===== config.mk =====
export PLATFORM = sky130hd
export DESIGN_NAME = keypad_scan
export DESIGN_NICKNAME = d
export VERILOG_FILES = /design/src/rtl/keypad_scan.sv
export SDC_FILE = /design/constraint.sdc
export NUM_CORES = 1
export LEC_CHECK = 0
export ABC_AREA = 1
export CAP_MARGIN = 20
export CORE_ASPECT_RATIO = 0.7
export CORE_UTILIZATION = 50
export CTS_CLUSTER_DIAMETER = 150
export DETAILED_ROUTE_END_ITERATION = 6
export GPL_TIMING_DRIVEN = 0
export PLACE_DENSITY = 0.69
export SLEW_MARGIN = 25
export SYNTH_ARGS = -nofsm -noshare
export SYNTH_HDL_FRONTEND = slang
export SYNTH_SLANG_ARGS = --single-unit
export TNS_END_PERCENT = 50

===== constraint.sdc =====
create_clock -name clk -period 4.5 [get_ports clk]
set_clock_uncertainty 0.2 [all_clocks]
set_input_delay 0.675 -clock clk [delete_from_list [all_inputs] [get_ports clk]]
set_output_delay 0.675 -clock clk [all_outputs]
set_load 0.01 [all_outputs]

===== src/rtl/keypad_scan.sv =====
`default_nettype none
// ============================================================================
// Module  : keypad_scan
// Brief   : 4x4 matrix keypad scanner with press/release debounce, emitting
//           a hex key code and a one-cycle strobe. Optional auto-repeat while
//           a key is held is enabled by defining KEYPAD_AUTOREPEAT_EN.
// Rev     : 1.0  initial release
// ============================================================================
module keypad_scan #(
    parameter int SCAN_DIV     = 24000,
    parameter int DEBOUNCE_CYC = 480000
`ifdef KEYPAD_AUTOREPEAT_EN
    ,
    parameter int REPEAT_CYC   = 6000000
`endif
) (
    input  logic       clk,
    input  logic       reset,
    input  logic [3:0] row,
    output logic [3:0] col,
    output logic [3:0] key,
    output logic       key_valid,
    output logic       key_held
);

    localparam int SD_DB_MAX = (SCAN_DIV > DEBOUNCE_CYC) ? SCAN_DIV : DEBOUNCE_CYC;
`ifdef KEYPAD_AUTOREPEAT_EN
    localparam int MAX_P = (REPEAT_CYC > SD_DB_MAX) ? REPEAT_CYC : SD_DB_MAX;
`else
    localparam int MAX_P = SD_DB_MAX;
`endif
    localparam int CNT_W = (MAX_P > 1) ? $clog2(MAX_P) : 1;

    localparam logic [CNT_W-1:0] SCAN_LAST = CNT_W'(SCAN_DIV - 1);
    localparam logic [CNT_W-1:0] DB_LAST   = CNT_W'(DEBOUNCE_CYC - 1);
`ifdef KEYPAD_AUTOREPEAT_EN
    localparam logic [CNT_W-1:0] REP_LAST  = CNT_W'(REPEAT_CYC - 1);
`endif

    typedef enum logic [1:0] {
        ST_SCAN = 2'd0,
        ST_PDEB = 2'd1,
        ST_HELD = 2'd2,
        ST_RDEB = 2'd3
    } state_t;

    state_t           r_state;
    logic [3:0]       r_sync1;
    logic [3:0]       r_rs;
    logic [1:0]       r_col_idx;
    logic [1:0]       r_row_idx;
    logic [CNT_W-1:0] r_cnt;

    logic [1:0]       w_low_idx;
    logic             w_any_low;
    logic             w_tracked_high;
    logic [1:0]       w_next_idx;
    logic [3:0]       w_next_col;
    logic [CNT_W-1:0] w_cnt_inc;

    function automatic logic [3:0] keymap(input logic [1:0] r, input logic [1:0] c);
        logic [3:0] k;
        case ({r, c})
            4'h0: k = 4'h1;  4'h1: k = 4'h2;  4'h2: k = 4'h3;  4'h3: k = 4'hA;
            4'h4: k = 4'h4;  4'h5: k = 4'h5;  4'h6: k = 4'h6;  4'h7: k = 4'hB;
            4'h8: k = 4'h7;  4'h9: k = 4'h8;  4'hA: k = 4'h9;  4'hB: k = 4'hC;
            4'hC: k = 4'hE;  4'hD: k = 4'h0;  4'hE: k = 4'hF;  default: k = 4'hD;
        endcase
        return k;
    endfunction

    // Lowest-index low row wins when several rows read low together.
    always_comb begin
        w_low_idx = 2'd0;
        if (!r_rs[0])      w_low_idx = 2'd0;
        else if (!r_rs[1]) w_low_idx = 2'd1;
        else if (!r_rs[2]) w_low_idx = 2'd2;
        else               w_low_idx = 2'd3;
    end

    assign w_any_low      = ~&r_rs;
    assign w_tracked_high = r_rs[r_row_idx];
    assign w_next_idx     = r_col_idx + 2'd1;
    assign w_next_col     = ~(4'b0001 << w_next_idx);
    assign w_cnt_inc      = (r_cnt == {CNT_W{1'b1}}) ? r_cnt : r_cnt + CNT_W'(1);

    always_ff @(posedge clk or posedge reset) begin
        if (reset) begin
            r_sync1 <= 4'hF;
            r_rs    <= 4'hF;
        end else begin
            r_sync1 <= row;
            r_rs    <= r_sync1;
        end
    end

    always_ff @(posedge clk or posedge reset) begin
        if (reset) begin
            r_state   <= ST_SCAN;
            r_col_idx <= 2'd0;
            r_row_idx <= 2'd0;
            r_cnt     <= '0;
            col       <= 4'b1110;
            key       <= 4'h0;
            key_valid <= 1'b0;
            key_held  <= 1'b0;
        end else begin
            key_valid <= 1'b0;
            case (r_state)
                ST_SCAN: begin
                    if (r_cnt == SCAN_LAST) begin
                        r_cnt <= '0;
                        if (w_any_low) begin
                            r_row_idx <= w_low_idx;
                            r_state   <= ST_PDEB;
                        end else begin
                            r_col_idx <= w_next_idx;
                            col       <= w_next_col;
                        end
                    end else begin
                        r_cnt <= w_cnt_inc;
                    end
                end
                ST_PDEB: begin
                    if (w_tracked_high) begin
                        r_state   <= ST_SCAN;
                        r_cnt     <= '0;
                        r_col_idx <= w_next_idx;
                        col       <= w_next_col;
                    end else if (r_cnt == DB_LAST) begin
                        r_state   <= ST_HELD;
                        r_cnt     <= '0;
                        key       <= keymap(r_row_idx, r_col_idx);
                        key_valid <= 1'b1;
                        key_held  <= 1'b1;
                    end else begin
                        r_cnt <= w_cnt_inc;
                    end
                end
                ST_HELD: begin
                    if (w_tracked_high) begin
                        r_state <= ST_RDEB;
                        r_cnt   <= '0;
                    end
`ifdef KEYPAD_AUTOREPEAT_EN
                    else if (r_cnt == REP_LAST) begin
                        r_cnt     <= '0;
                        key_valid <= 1'b1;
                    end else begin
                        r_cnt <= w_cnt_inc;
                    end
`endif
                end
                ST_RDEB: begin
                    // Any low reading during release debounce means the key is still down.
                    if (!w_tracked_high) begin
                        r_state <= ST_HELD;
                        r_cnt   <= '0;
                    end else if (r_cnt == DB_LAST) begin
                        r_state   <= ST_SCAN;
                        r_cnt     <= '0;
                        key_held  <= 1'b0;
                        r_col_idx <= w_next_idx;
                        col       <= w_next_col;
                    end else begin
                        r_cnt <= w_cnt_inc;
                    end
                end
                default: begin
                    r_state <= ST_SCAN;
                    r_cnt   <= '0;
                end
            endcase
        end
    end

endmodule
`default_nettype wire


==> results of run 1 <==
layout by cell type (no fill, tap or decap), types with 3 or more instances in the layout:
cell and instances:
nand2_1 66, nor2_1 46, inv_1 35, dfrtp_1 32, clkdlybuf4s50_1 15, o21ai_0 14, nand3_1 13, dfstp_2 11
nand4_1 10, nand2_2 8, ha_1 7, nor3_1 6, nand3_2 5, inv_2 5, a21oi_1 5, clkbuf_8 5
nor2_2 4, nand2_4 4, o21ai_2 4, xor2_1 4, buf_6 3, o21ai_1 3, xnor2_1 3
through the flow:
step           setup slack [ns]  hold WS (ns)
2_1_floorplan              2.64         0.145
3_3_place_gp               1.72         0.145
3_5_place_dp               2.43         0.147
4_1_cts                    2.28         0.158
5_1_grt                    2.24         0.162
6_report                   2.29         0.158
per-layer routing:
layer | vias to the layer above | track usage, %
met3 | 2 | 5.25
met4 | 0 | 3.63
met5 | - | 0
li1 | 992 | -
met2 | 48 | 28.0
met1 | 859 | 34.8
kinds of logic (layout without fill, tap and decap cells):
| logic type | Yosys count | after routing |
|---|---|---|
| simple gates | 166 | 166 |
| buf+inv | 46 | 70 |
| flops | 43 | 43 |
| compound gates | 30 | 30 |
| fa+ha+maj | 7 | 7 |
| xor+xnor | 7 | 7 |
final cells by class:
type                            count  area, um^2
Tap cell                           55        68.8
Fill cell                         428        1710
Clock inverter                      1        30.0
Multi-Input combinational cell    210        1120
Inverter                           43         168
Clock buffer                        7        76.3
Sequential cell                    43        1090
Buffer                              3        33.8
Timing Repair Buffer               16         178
final timing paths:
| path | from | to | slack, ns | cells after the start |
|---|---|---|---|---|
| min reg2reg | r_sync1[2] | r_rs[2] | 0.16 | 0 |
| max | col[3] | col[3] | 2.29 | 1 |
| max reg2reg | r_cnt[0] | r_cnt[15] | 2.40 | 11 |
| min | r_sync1[2] | r_rs[2] | 0.16 | 0 |
| min in group asynchronous | reset | r_cnt[4] | 0.52 | 2 |
| max in group asynchronous | reset | r_cnt[18] | 3.11 | 3 |
state kept, by name, indices dropped and copies added, names as in the netlist, named ones only:
| register | cells |
|---|---|
| col | 4 |
| r_sync1 | 4 |
| r_state | 1 |
| r_row_idx | 2 |
| key_held | 1 |
| r_col_idx | 2 |
| r_rs | 4 |
| r_cnt | 19 |
| key_valid | 1 |
| key | 4 |
power breakdown:
group | internal (W) | total, W | switching, W
Combinational | 0.00000759 | 0.0000183 | 0.0000107
Clock | 0.000166 | 0.000291 | 0.000125
Sequential | 0.000393 | 0.000396 | 0.00000264
==> results_dict.tcl, run 1 <==
set metrics [dict create \
    status "complete, no violations" \
    synth-seq-area-share_pct 45.1 \
    finalNetCount 335 \
    top_layer_used "met4" \
    hold_viol_final 0 \
    power_w 0.000705 \
    tns_ns 0 \
    grt_overflow_total 0 \
    cts_hold_buf 0 \
    post_cts_buffers 0 \
    grt_max_degree 23 \
    drv_slew 0 \
    fp.dieW_um 85.1 \
    yosysMostFrequentCell "nand2_1" \
    power.density_nw_per_um2 255 \
    cts_buffers 5 \
    synth.top_cell.area_share_pct 33.2 \
    wl_mm 4.85 \
    synthToLayoutAreaGrowth_pct 14.6 \
    period_needed_ns 2.21 \
    routed_via_density 5.03 \
    dpl.cell_count 370 \
    dr.first_iter.drc_count 127 \
    max-slew-margin-rel_pct 67.9 \
    drc 0 \
    synthTopCellsByCount "nand2_1, nor2_1, inv_1, dfrtp_1, o21ai_0" \
    ctsResizeCount 0 \
    yosys.area_share.xor_xnor_pct 2.54 \
    worst-path-buf-inv 1 \
    htree_levels 2 \
    ys.flop_type "dfrtp_1" \
    hp-class "reg -> reg" \
    worstSkewPairLatency_ns 0.29 \
    root_buffer "clkbuf_8" \
    clock-sinks 43 \
    synth-compound-area-share_pct 7.20 \
    fp.coreArea_um2 4480 \
    async_flop_share_pct 100 \
    layout.cells.non_filler 378 \
    cts.clk_slew.worst_paths_ns 0.07 \
    syn_inst 299 \
    io_pins 16 \
    dr_wl_met3_um 299 \
    cts_buffer_depth 2 \
    synth_top_area_cell "dfrtp_1" \
    synth_top_family_by_area "simple AND/OR/NAND/NOR gates" \
    crit_fanout 2 \
    cp_data_arrival_time_ns 1.34 \
    synth_edf_count 0 \
    num_vias 1901 \
    synth-simple-area-share_pct 33.2 \
    io_buffers 15 \
    cp_slowest_cell "dfstp_2" \
    die_area_um2 5120 \
    antenna_found_initial 0 \
    worst-setup-path-type "reg -> out" \
    syn_area_um2 2410 \
    period_share_pct 49.1 \
    critical_path.endpoint_type "output port" \
    synthTopCellsByArea "dfrtp_1, dfstp_2, nand2_1, nor2_1, inv_1" \
    synthAdderAreaFrac_pct 3.63 \
    place.gp.congestion 0.870 \
    rows 20 \
    crit_chain "clkdlybuf4s50_1" \
    drtAntennaViolNets 0 \
    rsz0062_at_grt "no" \
    start_kind "flip-flop" \
    cts_tree "done" \
    grt_pass1_vias 1656 \
    utilization_pct 61.8 \
    finalInstanceArea_um2 2770 \
    synth_nets 312 \
    p_leak_nw 1.32 \
    grt_use_total_pct 21.3 \
    cp_top_family "flip-flops" \
    ir_worst_vdd_uv 146 \
    ys_ff_latch 43 \
    wl_per_cell_um 12.8 \
    die_h_um 60.1 \
    grt_pass1_wl_mm 8.11 \
    hpwl_mm 3.65 \
    start_util_pct 53.9 \
    n_antenna_cell 0 \
    yosysWarnings 0 \
    drt-met1-wl_mm 2.75 \
    synth.avg_cell_area_um2 8.08 \
    drv_cap 0 \
    drive_gt1_share_pct 18.3 \
    synth_cell_type_count 29 \
    dr.pass1.iters 5 \
    cp.required_ns 3.62 \
    cpPeakStageDelay_ns 0.53 \
    dpl-instance-area_um2 2660 \
    muxShareOfSynthArea_pct 0 \
    setup-violations-final 0 \
    max_slew.worst_pin.slew_ns 0.480 \
    fmax_ghz 0.452 \
    met2_wirelength_mm 1.79 \
]
No activity file was read; power rests on OpenSTA's default activity.
==> run 2: changes to the inputs <==
==> constraint.sdc (replaced) <==
create_clock -name clk -period 2.2 [get_ports clk]
set_clock_uncertainty 0.2 [all_clocks]
set_input_delay 0.33 -clock clk [delete_from_list [all_inputs] [get_ports clk]]
set_output_delay 0.33 -clock clk [all_outputs]
set_load 0.01 [all_outputs]
==> run 2 against run 1 <==
  * Critical endpoint is now r_cnt[15]
  * Routed wire length up 0.64%
  * Non-clock buffer count grew 2
  * Register-to-register slack got worse by 2.2 ns
  * Count of clock-buffer cells in the layout unchanged
  * Sequential share of layout area is 0.19 points lower
  * Global-route usage stayed put
  * Setup slack worse by 2.1 ns
  * Flip-flop and latch count is the same
==> results_dict.tcl, run 2 (same netlist as run 1, synthesis figures left out) <==
set metrics [dict create \
    fmax_ghz 0.492 \
    utilization_pct 62.2 \
    drv_cap 0 \
    start_util_pct 53.9 \
    worstSkewPairLatency_ns 0.29 \
    period_share_pct 92.4 \
    finalNetCount 337 \
    dr.pass1.iters 6 \
    drv_slew 0 \
    cp_data_arrival_time_ns 2.01 \
    worst-setup-path-type "reg -> reg" \
    power_switching_w 0.000283 \
    hpwl_mm 3.65 \
    ir_worst_vdd_uv 299 \
    cts_buffer_depth 2 \
    layout.cells.non_filler 380 \
    fp.dieW_um 85.1 \
    finalInstanceArea_um2 2780 \
    wl_per_cell_um 12.9 \
    p_sw_share_pct 19.6 \
    cts_buffers 5 \
    grt_use_total_pct 21.3 \
    rsz0062_at_grt "no" \
    dpl.cell_count 370 \
    r2r-end "r_cnt[15]" \
    max_slew.worst_pin.slew_ns 0.480 \
    dp_slack_ns 0.126 \
    reg2reg_from "r_cnt[1]" \
    crit_fanout 10 \
    clock-sinks 43 \
    cts_tree "done" \
    worst_slack_ns 0.167 \
    drc 0 \
    crit_end "r_cnt[15]" \
    final_cell_mix "nand2_1, nor2_1, inv_1" \
    share_comb_of_total_power_pct 2.6 \
    power_frac_clock_pct 41.3 \
    wl_mm 4.88 \
    grt_pass1_wl_mm 8.11 \
    antenna_found_initial 0 \
    max-slew-margin-rel_pct 67.9 \
    cts.clk_slew.worst_paths_ns 0.08 \
    htree_levels 2 \
    place.gp.congestion 0.870 \
    die_h_um 60.1 \
    grt_overflow_total 0 \
    regMostFlops "r_cnt" \
    die_area_um2 5120 \
    grt_pass1_vias 1656 \
    routed_via_density 5.06 \
    io_pins 16 \
    power_frac_seq_pct 56.1 \
    n_antenna_cell 0 \
    p_leak_nw 1.33 \
    period_needed_ns 2.03 \
    min_from "r_sync1[2]" \
    cts_hold_buf 0 \
    drive_gt1_share_pct 19.1 \
    hp-class "reg -> reg" \
    fp.coreArea_um2 4480 \
    num_vias 1922 \
    synthToLayoutAreaGrowth_pct 15.3 \
    cp.required_ns 2.18 \
    p_int_w 0.00116 \
    r2r_cells 11 \
    root_buffer "clkbuf_8" \
    hold_viol_final 0 \
    grt_max_degree 23 \
    dr.first_iter.drc_count 125 \
    io_buffers 15 \
    power.density_nw_per_um2 518 \
    setup-violations-final 0 \
    largest_reg_flops 19 \
    layout_commonest_cell "nand2_1" \
    dpl-instance-area_um2 2660 \
    critical_path.endpoint_type "flip-flop" \
    start_kind "flip-flop" \
    r2r_setup_slack_ns 0.17 \
    status "complete, no violations" \
    cp-startpoint "r_cnt[1]" \
    drtAntennaViolNets 0 \
    rows 20 \
]
==> run 2: per-stage QoR <==
step / setup TNS, ns / power [W] / hold WS, ns
floorplan: 0 / 0.000839 / 0.134
global placement: -7.44 / 0.000856 / 0.145
detailed placement: 0 / 0.000862 / 0.147
CTS: 0 / 0.00146 / 0.158
global route: 0 / 0.00150 / 0.162
finish: 0 / 0.00144 / 0.158
==> run 2: repair_timing <==
item / 4_1_cts / 5_1_grt
buffers inserted: 0 / 2
endpoints found under the setup margin: 0 / 10
resized for setup: 0 / 1
==> run 2: worst min path at each step <==
stage	to	slack [ns]	cells after the start
2_1_floorplan	r_sync1[0]	0.13	0
4_1_cts	r_rs[2]	0.16	0
3_3_place_gp	r_rs[3]	0.15	0
6_report	r_rs[2]	0.16	0
3_5_place_dp	r_rs[3]	0.15	0
5_1_grt	r_rs[3]	0.16	0
==> run 2: cell type report <==
cell class                      instances  area [um^2]
Clock buffer                            7         76.3
Buffer                                  3         33.8
Timing Repair Buffer                   18          193
Sequential cell                        43         1090
Clock inverter                          1         30.0
Multi-Input combinational cell        210         1120
Inverter                               43          168
Fill cell                             423         1700
Tap cell                               55         68.8
==> run 2: metal layers <==
| metal | GRT usage, % | wire (um) | vias up |
|---|---|---|---|
| li1 | - | - | 997 |
| met1 | 34.8 | 2790 | 875 |
| met2 | 28.0 | 1810 | 48 |
| met3 | 5.25 | 261 | 2 |
| met4 | 3.63 | 15 | 0 |
| met5 | 0 | 0 | - |
==> run 2: power by group through the flow <==
stage | clock [W] | sequential, W | combinational [W]
2_1_floorplan | 0 | 0.000821 | 0.0000182
3_3_place_gp | 0 | 0.000823 | 0.0000328
3_5_place_dp | 0 | 0.000823 | 0.0000392
4_1_cts | 0.000613 | 0.000809 | 0.0000392
5_1_grt | 0.000646 | 0.000810 | 0.0000432
6_report | 0.000596 | 0.000809 | 0.0000375
==> run 2: worst max-delay path: stages (launching register included) <==
cell and delay (ns):
dfrtp_1 0.38, ha_1 0.20, nand2_1 0.07, nor2_2 0.13, nand2_2 0.13, clkinv_2 0.11, nand3_2 0.10, nand2_2 0.13
nand3_4 0.14, inv_2 0.11, buf_6 0.16, nor2_1 0.06
==> patch, RTL diff (flow settings as in run 2) <==
Register the input `row` before use, without a reset. The logic sees it one clock later.
--- a/src/rtl/keypad_scan.sv
+++ b/src/rtl/keypad_scan.sv
@@ -46,2 +46,8 @@
 
+    logic [3:0] row_q;
+
+    always_ff @(posedge clk) begin
+        row_q <= row;
+    end
+
     state_t           r_state;
@@ -91,3 +97,3 @@
         end else begin
-            r_sync1 <= row;
+            r_sync1 <= row_q;
             r_rs    <= r_sync1;
Check against the original RTL: same outputs for any inputs over 10 cycles, from zero or initial values and one cycle with reset high; that may be too few to reach the edited logic, so the function may still have changed.
==> patch against run 2 <==
Setup slack worse by 0.046 ns. Total power is 5.5% higher. Area after synthesis is 12% higher. Design area is 11% higher. Sequential cell count is 4 higher. Via count is 17% higher. Wire length is 16% higher. Largest power group unchanged.
==> patch: results (changes against run 2) <==
| Metric | Value |
|---|---|
| Status | `complete, no violations` |
| Pint | `1189 uW (+2.6%)` |
| DR vias/cell | `5.142 (+1.7%)` |
| Share of layout cells above drive strength 1 | `0.1841 (-0.006703)` |
| DP Wirelength | `4244 um (+16%)` |
| Synth Area in XOR/XNOR | `0.01292 (-0.01247)` |
| Leak | `0.001442 uW (+8.8%)` |
| WHS | `0.09473 ns (-0.06320 ns)` |
| Largest net degree at the start of global routing | `32 (+39%)` |
| Slew at the pin closest to its max-slew limit | `0.3850 ns (-0.09520 ns)` |
| Via Count | `2,242 (+17%)` |
| Initial DRC count | `131 (+4.8%)` |
| Final WL | `5650 um (+16%)` |
| Compound-Gate Fraction of Synth Area | `0.08030 (+0.008275)` |
| Global-route usage over all layers | `0.2162 (+0.002791)` |
| Ys async rst share | `0.9149 (-0.08511)` |
| Adder-Cell Fraction of Synth Area | `0.03230 (-0.003967)` |
| Worst path max stage delay | `0.41 ns (+0.03 ns)` |
| Placer Congestion | `0.8526 (-2.0%)` |
| Placed cells | `426 (+15%)` |
| TritonRoute pass-1 iters | `4 (-2)` |
| Worst-path fanout max | `9 (-1)` |
| Power Clock | `595 uW (about the same)` |
| Mapped Cells | `338 (+13%)` |
| Final worst slack | `0.1210 ns (-0.04634 ns)` |
| Number of global-route vias before repair | `2,076 (+25%)` |
| R2R cell count | `10 (-1)` |
| NumNets Final | `376 (+12%)` |
| Leading cell types by count after synthesis | `nand2_1 (72), nor2_1 (44), inv_1 (42)` |
| RR Endpoint | `r_cnt[5]$_DFFE_PP0N_` |
| Syn Nets | `351 (+13%)` |
-- patch: area by class of cell --
cell class / count / area [sq um]
fill: 510 / 2131
multi-input combinational: 237 / 1306
sequential: 47 / 1170
timing repair buffer: 18 / 185.2
inverter: 48 / 185.2
clock buffer: 6 / 93.84
tap: 72 / 90.09
buffer: 6 / 55.05
clock inverter: 2 / 13.76
-- patch: routing by layer --
metal | part of all wire | wire, um | global-route usage
met5 | 0 | 0 | 0
met4 | 0.0094 | 53 | 0.05847
met3 | 0.051 | 286 | 0.04227
met2 | 0.43 | 2418 | 0.3168
met1 | 0.51 | 2892 | 0.3236
-- patch: worst max-delay path by stage --
stage,endpoint
2_1_floorplan,r_col_idx[1]$_DFFE_PP0P_
3_3_place_gp,r_cnt[0]$_DFFE_PP0N_
3_5_place_dp,r_col_idx[1]$_DFFE_PP0P_
4_1_cts,r_col_idx[1]$_DFFE_PP0P_
5_1_grt,r_cnt[6]$_DFFE_PP0N_
6_report,r_cnt[5]$_DFFE_PP0N_
